[src/rtl/range_session_ctrl.sv]
// Session sequencer for an attached min/max range unit: accepts a sample count,
// streams that many samples through, and returns the captured range and count.
module range_session_ctrl #(
    parameter int WIDTH = 10,
    parameter int CNT_W = 8
) (
    input  logic             clock,
    input  logic             reset,
    input  logic             cmd_valid,
    input  logic [CNT_W-1:0] cmd_count,
    output logic             cmd_ready,
    input  logic             smp_valid,
    input  logic [WIDTH-1:0] smp_data,
    output logic             smp_ready,
    input  logic             abort,
    output logic             res_valid,
    input  logic             res_ready,
    output logic [WIDTH-1:0] res_range,
    output logic [CNT_W-1:0] res_count,
    output logic             res_error,
    output logic [WIDTH-1:0] rf_data,
    output logic             rf_go,
    output logic             rf_finish,
    input  logic [WIDTH-1:0] rf_range,
    input  logic             rf_error,
    output logic             busy
);

    typedef enum logic [1:0] {
        S_IDLE  = 2'd0,
        S_FIRST = 2'd1,
        S_RUN   = 2'd2,
        S_DONE  = 2'd3
    } state_t;

    state_t           state_q, state_d;
    logic [CNT_W-1:0] remaining_q, remaining_d;
    logic [CNT_W-1:0] res_count_q, res_count_d;
    logic             res_error_q, res_error_d;
    logic [WIDTH-1:0] res_range_q, res_range_d;
    logic [WIDTH-1:0] last_q, last_d;
    logic             smp_hs;
    logic [CNT_W-1:0] count_inc;

    always_ff @(posedge clock or posedge reset) begin
        if (reset) begin
            state_q     <= S_IDLE;
            remaining_q <= '0;
            res_count_q <= '0;
            res_error_q <= 1'b0;
            res_range_q <= '0;
            last_q      <= '0;
        end else begin
            state_q     <= state_d;
            remaining_q <= remaining_d;
            res_count_q <= res_count_d;
            res_error_q <= res_error_d;
            res_range_q <= res_range_d;
            last_q      <= last_d;
        end
    end

    // Count saturates rather than wrapping.
    assign count_inc = (res_count_q == {CNT_W{1'b1}}) ? res_count_q
                                                      : res_count_q + CNT_W'(1);

    always_comb begin
        state_d     = state_q;
        remaining_d = remaining_q;
        res_count_d = res_count_q;
        res_error_d = res_error_q;
        res_range_d = res_range_q;
        last_d      = last_q;
        cmd_ready   = 1'b0;
        smp_ready   = 1'b0;
        smp_hs      = 1'b0;
        rf_go       = 1'b0;
        rf_finish   = 1'b0;

        case (state_q)
            S_IDLE: begin
                cmd_ready = 1'b1;
                if (cmd_valid) begin
                    remaining_d = cmd_count;
                    res_count_d = '0;
                    res_error_d = 1'b0;
                    res_range_d = '0;
                    if (cmd_count < CNT_W'(2)) begin
                        res_error_d = 1'b1;
                        state_d     = S_DONE;
                    end else begin
                        state_d = S_FIRST;
                    end
                end
            end
            S_FIRST: begin
                if (abort) begin
                    state_d = S_IDLE;
                end else begin
                    smp_ready = 1'b1;
                    if (smp_valid) begin
                        smp_hs      = 1'b1;
                        rf_go       = 1'b1;
                        last_d      = smp_data;
                        res_count_d = count_inc;
                        remaining_d = remaining_q - CNT_W'(1);
                        state_d     = S_RUN;
                    end
                end
            end
            S_RUN: begin
                if (abort) begin
                    // Close the range unit's session; the pending sample is refused.
                    rf_finish = 1'b1;
                    state_d   = S_IDLE;
                end else begin
                    smp_ready = 1'b1;
                    if (smp_valid) begin
                        smp_hs      = 1'b1;
                        last_d      = smp_data;
                        res_count_d = count_inc;
                        if (remaining_q == CNT_W'(1)) begin
                            rf_finish   = 1'b1;
                            res_range_d = rf_range;
                            res_error_d = res_error_q | rf_error;
                            state_d     = S_DONE;
                        end else begin
                            remaining_d = remaining_q - CNT_W'(1);
                        end
                    end
                end
            end
            S_DONE: begin
                if (res_ready) begin
                    state_d = S_IDLE;
                end
            end
            default: begin
                state_d = S_IDLE;
            end
        endcase
    end

    // Outside a handshake the range unit sees the last sample, leaving min/max untouched.
    assign rf_data   = smp_hs ? smp_data : last_q;
    assign res_valid = (state_q == S_DONE);
    assign res_range = res_range_q;
    assign res_count = res_count_q;
    assign res_error = res_error_q;
    assign busy      = (state_q != S_IDLE);

endmodule

[config.mk]
export PLATFORM = sky130hd
export DESIGN_NAME = range_session_ctrl
export DESIGN_NICKNAME = d
export VERILOG_FILES = /design/src/rtl/range_session_ctrl.sv
export SDC_FILE = /design/constraint.sdc
export NUM_CORES = 1
export LEC_CHECK = 0
export CAP_MARGIN = 30
export CORE_MARGIN = 2
export CORE_UTILIZATION = 30
export CTS_CLUSTER_DIAMETER = 80
export DETAILED_ROUTE_END_ITERATION = 16
export GPL_TIMING_DRIVEN = 0
export REMOVE_ABC_BUFFERS = 1
export SYNTH_ARGS = -nofsm -noshare
export SYNTH_HDL_FRONTEND = slang
export SYNTH_SLANG_ARGS = --single-unit
[constraint.sdc]
create_clock -name clock -period 2.2 [get_ports clock]
set_input_delay 0.33 -clock clock [delete_from_list [all_inputs] [get_ports clock]]
set_output_delay 0.33 -clock clock [all_outputs]
set_load 0.05 [all_outputs]
==> results of run 1 <==
## stage by stage
step / setup TNS (ns) / hold WS, ns / instance area [µm²]
2_1_floorplan: -8.79 / 0.474 / 2230
3_3_place_gp: -38.38 / 0.481 / 3050
3_5_place_dp: -32.56 / 0.489 / 3060
4_1_cts: -0.154 / 0.510 / 3280
5_1_grt: -0.723 / 0.527 / 3310
6_report: 0 / 0.508 / 3310
## per-layer routing
metal	vias up	routed length, µm	global-route usage (%)
li1	1000	-	-
met3	6	390	3.15
met5	-	0	0
met2	88	2640	22.0
met1	964	2890	20.9
met4	0	51	3.66
## worst register-to-register path: cells and delay by family (launching register included)
kind	cells	cell delay (ns)
multiplexers	1	0.22
AND/OR/NAND/NOR	2	0.54
flip-flops	1	0.41
adder cells (fa/ha/maj)	1	0.41
buffers and inverters	1	0.09
AO/OA/AOI/OAI	1	0.39
## timing repair
action | in CTS | in global routing
resized for setup | 93 | 5
setup buffers | 8 | 1
endpoints found under the setup margin | 51 | 32
gates cloned | 2 | 0
pin swaps | 3 | 0
## cells by family after synthesis
group / synth area share, %
AO/OA/AOI/OAI: 12.5
adder cells (fa/ha/maj): 3.81
buffers and inverters: 6.97
flip-flops: 42.5
multiplexers: 16.4
AND/OR/NAND/NOR: 17.8
## placed cells by master (no fill, tap or decap), types with 3 or more instances in the layout
master / count
o21ai_0: 5
nand2_1: 19
buf_6: 12
nor2_1: 14
dfrtp_1: 39
clkbuf_8: 5
buf_4: 9
nand3_1: 14
nand4_1: 7
nand2b_1: 4
a21oi_1: 6
nor3_1: 6
nor2b_1: 4
clkdlybuf4s50_1: 54
o211ai_1: 5
mux2i_1: 14
a41oi_1: 4
inv_1: 22
ha_1: 5
mux2_2: 21
o221ai_1: 3
inv_2: 3
## registers in the layout, indices dropped and copies added (netlist names)
name / count
last_q: 10
res_range: 10
remaining_q: 8
res_count: 8
state_q: 2
res_error: 1
## cell type report
type	count	share of cell area (%)
Tap cell	99	3.74
Timing Repair Buffer	80	24.0
Clock inverter	1	0.908
Sequential cell	39	29.5
Multi-Input combinational cell	163	36.6
Clock buffer	6	2.19
Inverter	26	3.06
## report_power, final
group / switching (mW) / total [mW] / internal [mW] / leakage (nW)
Sequential: 0.249 / 1.26 / 1.01 / 0.483
Combinational: 2.15 / 3.60 / 1.45 / 0.853
Clock: 0.259 / 0.592 / 0.333 / 0.0513
## worst min-delay path by stage
stage | cells past startpoint | end | slack (ns) | startpoint
detailed placement | 1 | last_q[2]$_DFFE_PP0P_ | 0.49 | last_q[2]$_DFFE_PP0P_
finish | 1 | last_q[2]$_DFFE_PP0P_ | 0.51 | last_q[2]$_DFFE_PP0P_
floorplan | 1 | last_q[0]$_DFFE_PP0P_ | 0.47 | last_q[0]$_DFFE_PP0P_
CTS | 1 | last_q[2]$_DFFE_PP0P_ | 0.51 | last_q[2]$_DFFE_PP0P_
global route | 1 | last_q[1]$_DFFE_PP0P_ | 0.53 | last_q[1]$_DFFE_PP0P_
global placement | 1 | last_q[5]$_DFFE_PP0P_ | 0.48 | last_q[5]$_DFFE_PP0P_
==> run_results.csv, run 1 <==
group,metric,value,unit
floorplanning,core,7330,µm²
cts,h-tree-depth,2,
sta,worst_pin_slew,0.827,ns
final_layout,nets,357,
worst_setup_path,path_cells,"inv_2, ha_4, nand3b_1, buf_6, mux2_2, buf_6",
grt,grt_pass1_vias,2022,
yosys,synth-async-reset-ratio,100,%
run,max-cap-violations,0,
floorplanning,dieArea,8370,µm²
route,post-route-drc-count,0,
worst_setup_path,r2r_cells,6,
sta,max_slew_margin,44.8,%
sta,fin_ws,0.00910,ns
final_layout,diodes,0,
worst_setup_path,path_buf_inv,3,
worst_setup_path,startpoint_type,"register",
pwr,leakage,1.39,nW
pwr,power,5.46,mW
floorplanning,pin_count,70,
route,routed_wl,5980,µm
final_layout,stdcell_count,414,
pwr,vdd_ir_drop_max,0.450,mV
place,dp_cells,396,
yosys,yosysTopAreaCell,"dfrtp_1",
worst_setup_path,path_delay_family,"flip-flops",
final_layout,layout-drive-gt1-share,20.0,%
grt,track_usage,14.5,%
worst_setup_path,cp-end-kind,"output port",
route,vias_per_cell,4.97,
cts,cts_buffers,5,
place,dp_hpwl,3960,µm
route,dr.pass1.iters,4,
yosys,yosysWarnings,0,
floorplanning,initial_core_util,31.3,%
worst_setup_path,cp_slowest_cell,"dfrtp_1",
grt,grt_max_degree,40,
yosys,yosysMostFrequentCell,"dfrtp_1",
worst_setup_path,path_max_fanout,6,
yosys,synth-seq-cells,39,
yosys,ys_types,40,
worst_setup_path,endpoint,"rf_data[5]",
place,port_buffers,69,
worst_setup_path,worst-path-stages,6,
worst_setup_path,cpMostUsedCell,"buf_6",
sta,period_needed,2.19,ns
cts,clk_path_buf_depth,2,
final_layout,seqCellArea,976,µm²
yosys,ys_seq_area_share,42.5,%
sta,rsz0062_at_grt,"true",
yosys,avgSynthCellArea,9.53,µm²
cts,cts_tree,"yes",
worst_setup_path,crit_arrival,1.86,ns
worst_setup_path,cp.required,1.87,ns
yosys,yosys-top-cells-area,"dfrtp_1 (42%), mux2_2 (10%), mux2i_1 (6.1%), inv_1 (4.2%), ha_1 (3.8%)",
route,dr_total_vias,2058,
worst_setup_path,cpPeakStageDelay,0.41,ns
cts,clock-sinks,39,
final_layout,final_util,45.1,%
yosys,mappedNetlistArea,2300,µm²
route,drtIter0Drc,95,
place,pre_cts_slack,-1.40,ns
place,place_congestion,0.806,
sta,finalSetupViolCount,0,
grt,grt_pass1_wl,9880,µm
cts,hold_buffers,0,
yosys,synth_enable_flop_cells,0,
run_status,status,"finished, final reports clean",
sta,finClkSkew,0.00626,ns
cts,cts_root_buf,"clkbuf_8",
sta,post-route-period-util,99.6,%
yosys,yosys-top-cells-count,"dfrtp_1 (39), inv_1 (26), mux2_2 (21), nand2_1 (19)",
floorplanning,die_w,91.5,µm
worst_setup_path,critPathKind,"register to output port",
grt,antenna_found_initial,0,
final_layout,nFillCells,697,
grt,grt_overflow,0,
worst_setup_path,reg2reg_from,"state_q[0]$_DFFE_PP0P_",
route,ant_nets,0,
sta,clock.fmax,456,MHz
worst_setup_path,crit_start,"state_q[1]$_DFFE_PP0P_",
floorplanning,std_cell_rows,31,
yosys,yosysTopAreaCellShare,42.5,%
pwr,powerDensity,1650,nW/µm²
floorplanning,chipHeight,91.5,µm
yosys,synth_flop_cell,"dfrtp_1",
final_layout,areaGrowthSynthToFinish,44.0,%
worst_setup_path,rrSetupSlack,0.07,ns
worst_setup_path,r2r-end,"remaining_q[1]$_DFFE_PP0P_",
cts,clk_pin_slew,0.08,ns
sta,hold_violations,0,
cts,clkLatencyLatePin,0.29,ns
route,drt-wirelength-per-cell,14.4,µm
worst_hold_path,hp-class,"register to register",
sta,slew_viol_final,0,
final_layout,multi_input_area,1210,µm²
yosys,netlist_instances,241,
Power figures use the tool's default switching activity.
==> run 2, diff against run 1 <==
--- a/config.mk
+++ b/config.mk
@@ -11,6 +11,7 @@
 export CTS_CLUSTER_DIAMETER = 80
 export DETAILED_ROUTE_END_ITERATION = 16
 export GPL_TIMING_DRIVEN = 0
+export RECOVER_POWER = 100
 export REMOVE_ABC_BUFFERS = 1
 export SYNTH_ARGS = -nofsm -noshare
 export SYNTH_HDL_FRONTEND = slang
==> run 2 against run 1 <==
Compared with the run above:
- the run now ends with capacitance limit, slew limit left
- fmax is essentially flat
- critical path type unchanged
- first-iteration DRC count grew 14%
- via count shrank 0.63%
- power shrank 1.2%
- final cell count is the same
- register-to-register slack is essentially flat
- count of clock-buffer cells in the layout is the same
- sequential power is essentially flat
- worst hold slack is essentially flat
- global-route usage is the same
- sequential cell count is the same
==> run_results.csv, run 2 (synthesis results as in run 1) <==
group,metric,value,unit
run_status,status,"finished with violations",
run_status,violations,"capacitance limit, slew limit",
route,drt-wirelength-per-cell,14.4,µm
grt,grt_overflow,0,
worst_hold_path,holdPathStages,1,
sta,rsz0062_at_grt,"true",
floorplanning,chipHeight,91.5,µm
route,vias_per_cell,4.94,
pwr,leakage,1.42,nW
final_layout,final_cell_mix,"dfrtp_1 (39), clkdlybuf4s50_1 (34), inv_1 (23), mux2_2 (21), dlygate4sd3_1 (20)",
grt,antenna_found_initial,0,
final_layout,nets,357,
cts,clkLatencyLatePin,0.29,ns
worst_setup_path,crit_arrival,1.86,ns
route,dr.pass1.iters,4,
worst_setup_path,reg2reg_from,"state_q[0]$_DFFE_PP0P_",
run,max-cap-violations,1,
worst_setup_path,cp.required,1.87,ns
final_layout,layout-drive-gt1-share,19.4,%
final_layout,diodes,0,
floorplanning,initial_core_util,31.3,%
worst_setup_path,r2r-end,"remaining_q[1]$_DFFE_PP0P_",
route,post-route-drc-count,0,
cts,clk_path_buf_depth,2,
pwr,powerDensity,1640,nW/µm²
cts,cts_buffers,5,
cts,cts_tree,"yes",
sta,fin_ws,0.00966,ns
floorplanning,pin_count,70,
sta,tns,0,ns
worst_setup_path,critPathKind,"register to output port",
floorplanning,die_w,91.5,µm
worst_setup_path,path_max_fanout,6,
cts,hold_buffers,0,
route,ant_nets,0,
final_layout,areaGrowthSynthToFinish,43.5,%
sta,hold_violations,0,
worst_setup_path,rrSetupSlack,0.06,ns
floorplanning,std_cell_rows,31,
cts,clk_pin_slew,0.08,ns
place,pre_cts_slack,-1.40,ns
worst_hold_path,worstHoldStart,"last_q[8]$_DFFE_PP0P_",
sta,finalSetupViolCount,0,
final_layout,nFillCells,699,
cts,cts_root_buf,"clkbuf_8",
sta,worst_pin_slew,1.50,ns
sta,clock.fmax,457,MHz
place,port_buffers,69,
sta,max_slew_margin,-0.331,%
sta,post-route-period-util,99.6,%
sta,slew_viol_final,40,
place,dp_hpwl,3960,µm
worst_setup_path,startpoint_type,"register",
sta,whs,0.508,ns
pwr,vdd_ir_drop_max,0.450,mV
route,routed_wl,5950,µm
cts,clock-sinks,39,
worst_setup_path,cp-end-kind,"output port",
worst_hold_path,holdPathEnd,"last_q[8]$_DFFE_PP0P_",
sta,finClkSkew,0.00580,ns
cts,h-tree-depth,2,
sta,period_needed,2.19,ns
grt,track_usage,14.5,%
route,dr_total_vias,2045,
floorplanning,dieArea,8370,µm²
grt,grt_pass1_vias,2022,
worst_setup_path,r2r_cells,6,
route,drtIter0Drc,108,
grt,grt_max_degree,40,
worst_hold_path,hp-class,"register to register",
grt,grt_pass1_wl,9880,µm
place,place_congestion,0.806,
final_layout,final_common_cell,"dfrtp_1",
floorplanning,core,7330,µm²
==> run 2: cell types whose count changed in the layout (fill, tap and decap cells not counted) <==
cell / previous run / this run
inv_2: 3 / 2
inv_1: 22 / 23
clkdlybuf4s50_1: 54 / 34
dlygate4sd3_1: 0 / 20
and2_0: 0 / 1
dlymetal6s2s_1: 1 / 0
clkbuf_1: 1 / 2
and2_4: 1 / 0
==> run 2: repair_timing <==
action	in CTS	in global routing
resized for setup	93	5
endpoints found under the hold margin	0	0
buffers inserted	8	1
gates cloned	2	0
setup endpoints to repair	51	32
pin swaps	3	0
==> run 2: stage by stage <==
step	cell area, µm²	instances	total power [mW]	util [%]
floorplan	2230	227	3.62	-
detailed placement	3060	396	4.58	41.7
global placement	3050	395	4.53	41.6
CTS	3280	413	5.46	44.7
global route	3300	414	5.75	45.0
finish	3300	414	5.39	45.0
==> run 2: worst max-delay path: stages, from the launching register on <==
cell	delay, ns
dfrtp_1	0.41
inv_2	0.07
ha_4	0.27
nand3b_1	0.16
buf_6	0.16
mux2_2	0.35
buf_6	0.15
==> run 2: cell type report <==
class	instances	area, µm²	share of cell area (%)
repair buffers	80	786	23.8
flip-flops and latches	39	976	29.6
clock inverters	1	30.0	0.911
well taps	99	124	3.76
clock buffers	6	72.6	2.20
multi-input cells	163	1210	36.6
inverters	26	101	3.07
==> run 2: how the worst max path moves through the flow <==
stage / from / to / slack (ns)
2_1_floorplan: state_q[0]$_DFFE_PP0P_ / res_count[6]$_DFFE_PP0P_ / -0.48
5_1_grt: state_q[1]$_DFFE_PP0P_ / rf_data[5] / -0.07
4_1_cts: state_q[0]$_DFFE_PP0P_ / rf_data[5] / -0.02
3_3_place_gp: state_q[0]$_DFFE_PP0P_ / rf_data[0] / -1.46
6_report: state_q[1]$_DFFE_PP0P_ / rf_data[5] / 0.01
3_5_place_dp: state_q[0]$_DFFE_PP0P_ / rf_data[3] / -1.40
==> run 2: routing by layer <==
layer  share of wire (%)  wire, µm  GRT usage [%]
met1                  49      2900           20.9
met2                  44      2630           22.0
met3                 6.2       368           3.15
met4                0.81        48           3.66
met5                   0         0              0
==> run 2: report_power, final <==
| part | switching, mW | internal [mW] | leakage, nW |
|---|---|---|---|
| clock network | 0.259 | 0.333 | 0.0513 |
| logic | 2.15 | 1.39 | 0.889 |
| registers | 0.244 | 1.01 | 0.483 |
| total | 2.65 | 2.74 | 1.42 |
==> run 3, diff against run 2 <==
--- a/config.mk
+++ b/config.mk
@@ -13,6 +13,7 @@
 export GPL_TIMING_DRIVEN = 0
 export RECOVER_POWER = 100
 export REMOVE_ABC_BUFFERS = 1
+export SLEW_MARGIN = 20
 export SYNTH_ARGS = -nofsm -noshare
 export SYNTH_HDL_FRONTEND = slang
 export SYNTH_SLANG_ARGS = --single-unit
==> run 3 against run 2 <==
Compared with the run above:
- the flow now finishes without violations
- wire length up 2.9%
- sequential power is essentially flat
- setup slack better by 0.034 ns
- global-route usage rose by 0.35 points
- register-to-register slack improved by 0.07 ns
- cell area is 2.8% higher
- final cell count is 1.4% higher
- sequential cell count is the same
- count of clock-buffer cells in the layout did not move
==> run_results.csv, run 3 (synthesis results as in run 1) <==
group,metric,value,unit
run_status,status,"finished, final reports clean",
final_layout,final_common_cell,"clkdlybuf4s50_1",
worst_setup_path,rrSetupSlack,0.13,ns
route,vias_per_cell,4.91,
place,place_area,3080,µm²
pwr,cellInternalPower,2.84,mW
route,drt-wirelength-per-cell,14.6,µm
sta,whs,0.510,ns
route,ant_nets,0,
grt,grt_pass1_vias,2019,
worst_setup_path,r2r_cells,6,
worst_setup_path,path_max_fanout,6,
cts,h-tree-depth,2,
grt,grt_max_degree,22,
pwr,p_switching,2.70,mW
grt,track_usage,14.9,%
sta,finClkSkew,0.00961,ns
worst_setup_path,cp-end-kind,"output port",
final_layout,layout-drive-gt1-share,21.8,%
final_layout,fin_area,3390,µm²
sta,post-route-period-util,98.0,%
worst_setup_path,r2r-end,"res_count[3]$_DFFE_PP0P_",
pwr,comb_power_share,68.5,%
floorplanning,die_w,91.5,µm
final_layout,final_util,46.3,%
sta,max_slew_margin,45.6,%
cts,cts_tree,"yes",
pwr,pwr-share-clk,8.7,%
worst_hold_path,holdPathStages,1,
worst_setup_path,endpoint,"rf_data[4]",
floorplanning,dieArea,8370,µm²
worst_setup_path,crit_arrival,1.83,ns
sta,worst_pin_slew,0.815,ns
final_layout,diodes,0,
pwr,netSwitchingFraction,48.7,%
sta,clock.fmax,464,MHz
sta,period_needed,2.16,ns
cts,cts_buffers,5,
cts,cts_root_buf,"clkbuf_8",
final_layout,nFillCells,704,
final_layout,areaGrowthSynthToFinish,47.6,%
cts,clk_path_buf_depth,2,
place,port_buffers,69,
pwr,vdd_ir_drop_max,0.441,mV
cts,clock-sinks,39,
floorplanning,chipHeight,91.5,µm
grt,antenna_found_initial,0,
worst_setup_path,critPathKind,"register to output port",
final_layout,final_cell_mix,"clkdlybuf4s50_1 (47), dfrtp_1 (38), inv_1 (23), nand2_1 (19)",
grt,grt_pass1_wl,10100,µm
route,drtIter0Drc,55,
pwr,powerDensity,1630,nW/µm²
worst_setup_path,crit_start,"state_q[0]$_DFFE_PP0P_",
sta,hold_violations,0,
place,dp_cells,396,
worst_setup_path,startpoint_type,"register",
pwr,pwr-share-seq,22.8,%
pwr,leakage,1.48,nW
cts,hold_buffers,0,
worst_hold_path,hp-class,"register to register",
cts,clkLatencyLatePin,0.29,ns
sta,tns,0,ns
sta,fin_ws,0.0441,ns
floorplanning,std_cell_rows,31,
place,pre_cts_slack,-1.44,ns
place,dp_hpwl,4000,µm
final_layout,nets,362,
pwr,power,5.54,mW
worst_setup_path,reg2reg_from,"state_q[0]$_DFFE_PP0P_",
floorplanning,initial_core_util,31.3,%
run,max-cap-violations,0,
route,dr_total_vias,2063,
grt,grt_overflow,0,
cts,clk_pin_slew,0.08,ns
route,dr.pass1.iters,4,
sta,finalSetupViolCount,0,
floorplanning,core,7330,µm²
sta,slew_viol_final,0,
final_layout,stdcell_count,420,
floorplanning,pin_count,70,
sta,rsz0062_at_grt,"true",
route,routed_wl,6130,µm
route,post-route-drc-count,0,
place,place_congestion,0.806,
worst_setup_path,cp.required,1.87,ns
-- run 3: cell count changes in the layout (fill, tap and decap cells not counted), moves of 4 or more --
cell / before / now
dlygate4sd3_1: 20 / 6
buf_4: 9 / 13
mux2_2: 21 / 13
buf_8: 0 / 7
buf_6: 12 / 5
clkdlybuf4s50_1: 34 / 47
mux2_4: 0 / 8
-- run 3: worst min path at each step --
stage / from / end / slack, ns
finish: last_q[4]$_DFFE_PP0P_ / last_q[4]$_DFFE_PP0P_ / 0.51
detailed placement: last_q[1]$_DFFE_PP0P_ / last_q[1]$_DFFE_PP0P_ / 0.49
CTS: reset / last_q[2]$_DFFE_PP0P_ / 0.40
global route: last_q[4]$_DFFE_PP0P_ / last_q[4]$_DFFE_PP0P_ / 0.53
floorplan: last_q[0]$_DFFE_PP0P_ / last_q[0]$_DFFE_PP0P_ / 0.47
global placement: last_q[5]$_DFFE_PP0P_ / last_q[5]$_DFFE_PP0P_ / 0.48
-- run 3: area by class of cell --
cell class                 count  area [µm²]  share of cell area, %
clock buffer                   6        72.6                   2.14
clock inverter                 2        12.5                  0.369
inverter                      26         101                   2.99
multi-input combinational    163        1240                   36.7
sequential                    39         977                   28.8
tap                           99         124                   3.65
timing repair buffer          85         858                   25.3
-- run 3: metal layers --
layer	track usage, %	vias up	wire, µm
met5	0	-	0
met4	3.16	0	14
met3	3.49	2	363
met2	22.0	63	2860
met1	22.0	986	2890
li1	-	1012	-
-- run 3: worst max-delay path: stages, from the launching register on --
cell and delay [ns]:
dfrtp_1 0.41, inv_2 0.09, ha_4 0.22, nand3b_1 0.15, buf_6 0.17, mux2_2 0.35
buf_6 0.15
-- run 3: power by group through the flow --
stage | Clock (mW) | Combinational, mW | Sequential (mW)
4_1_cts | 0.508 | 3.51 | 1.24
6_report | 0.480 | 3.79 | 1.27
3_5_place_dp | 0 | 3.32 | 1.26
5_1_grt | 0.541 | 4.06 | 1.31
3_3_place_gp | 0 | 3.28 | 1.25
2_1_floorplan | 0 | 2.07 | 1.55
-- run 3: timing repair --
action	CTS	global route
resized for setup	77	45
setup buffers	11	3
pin swaps	3	2
cloned	2	0
endpoints found under the setup margin	51	26
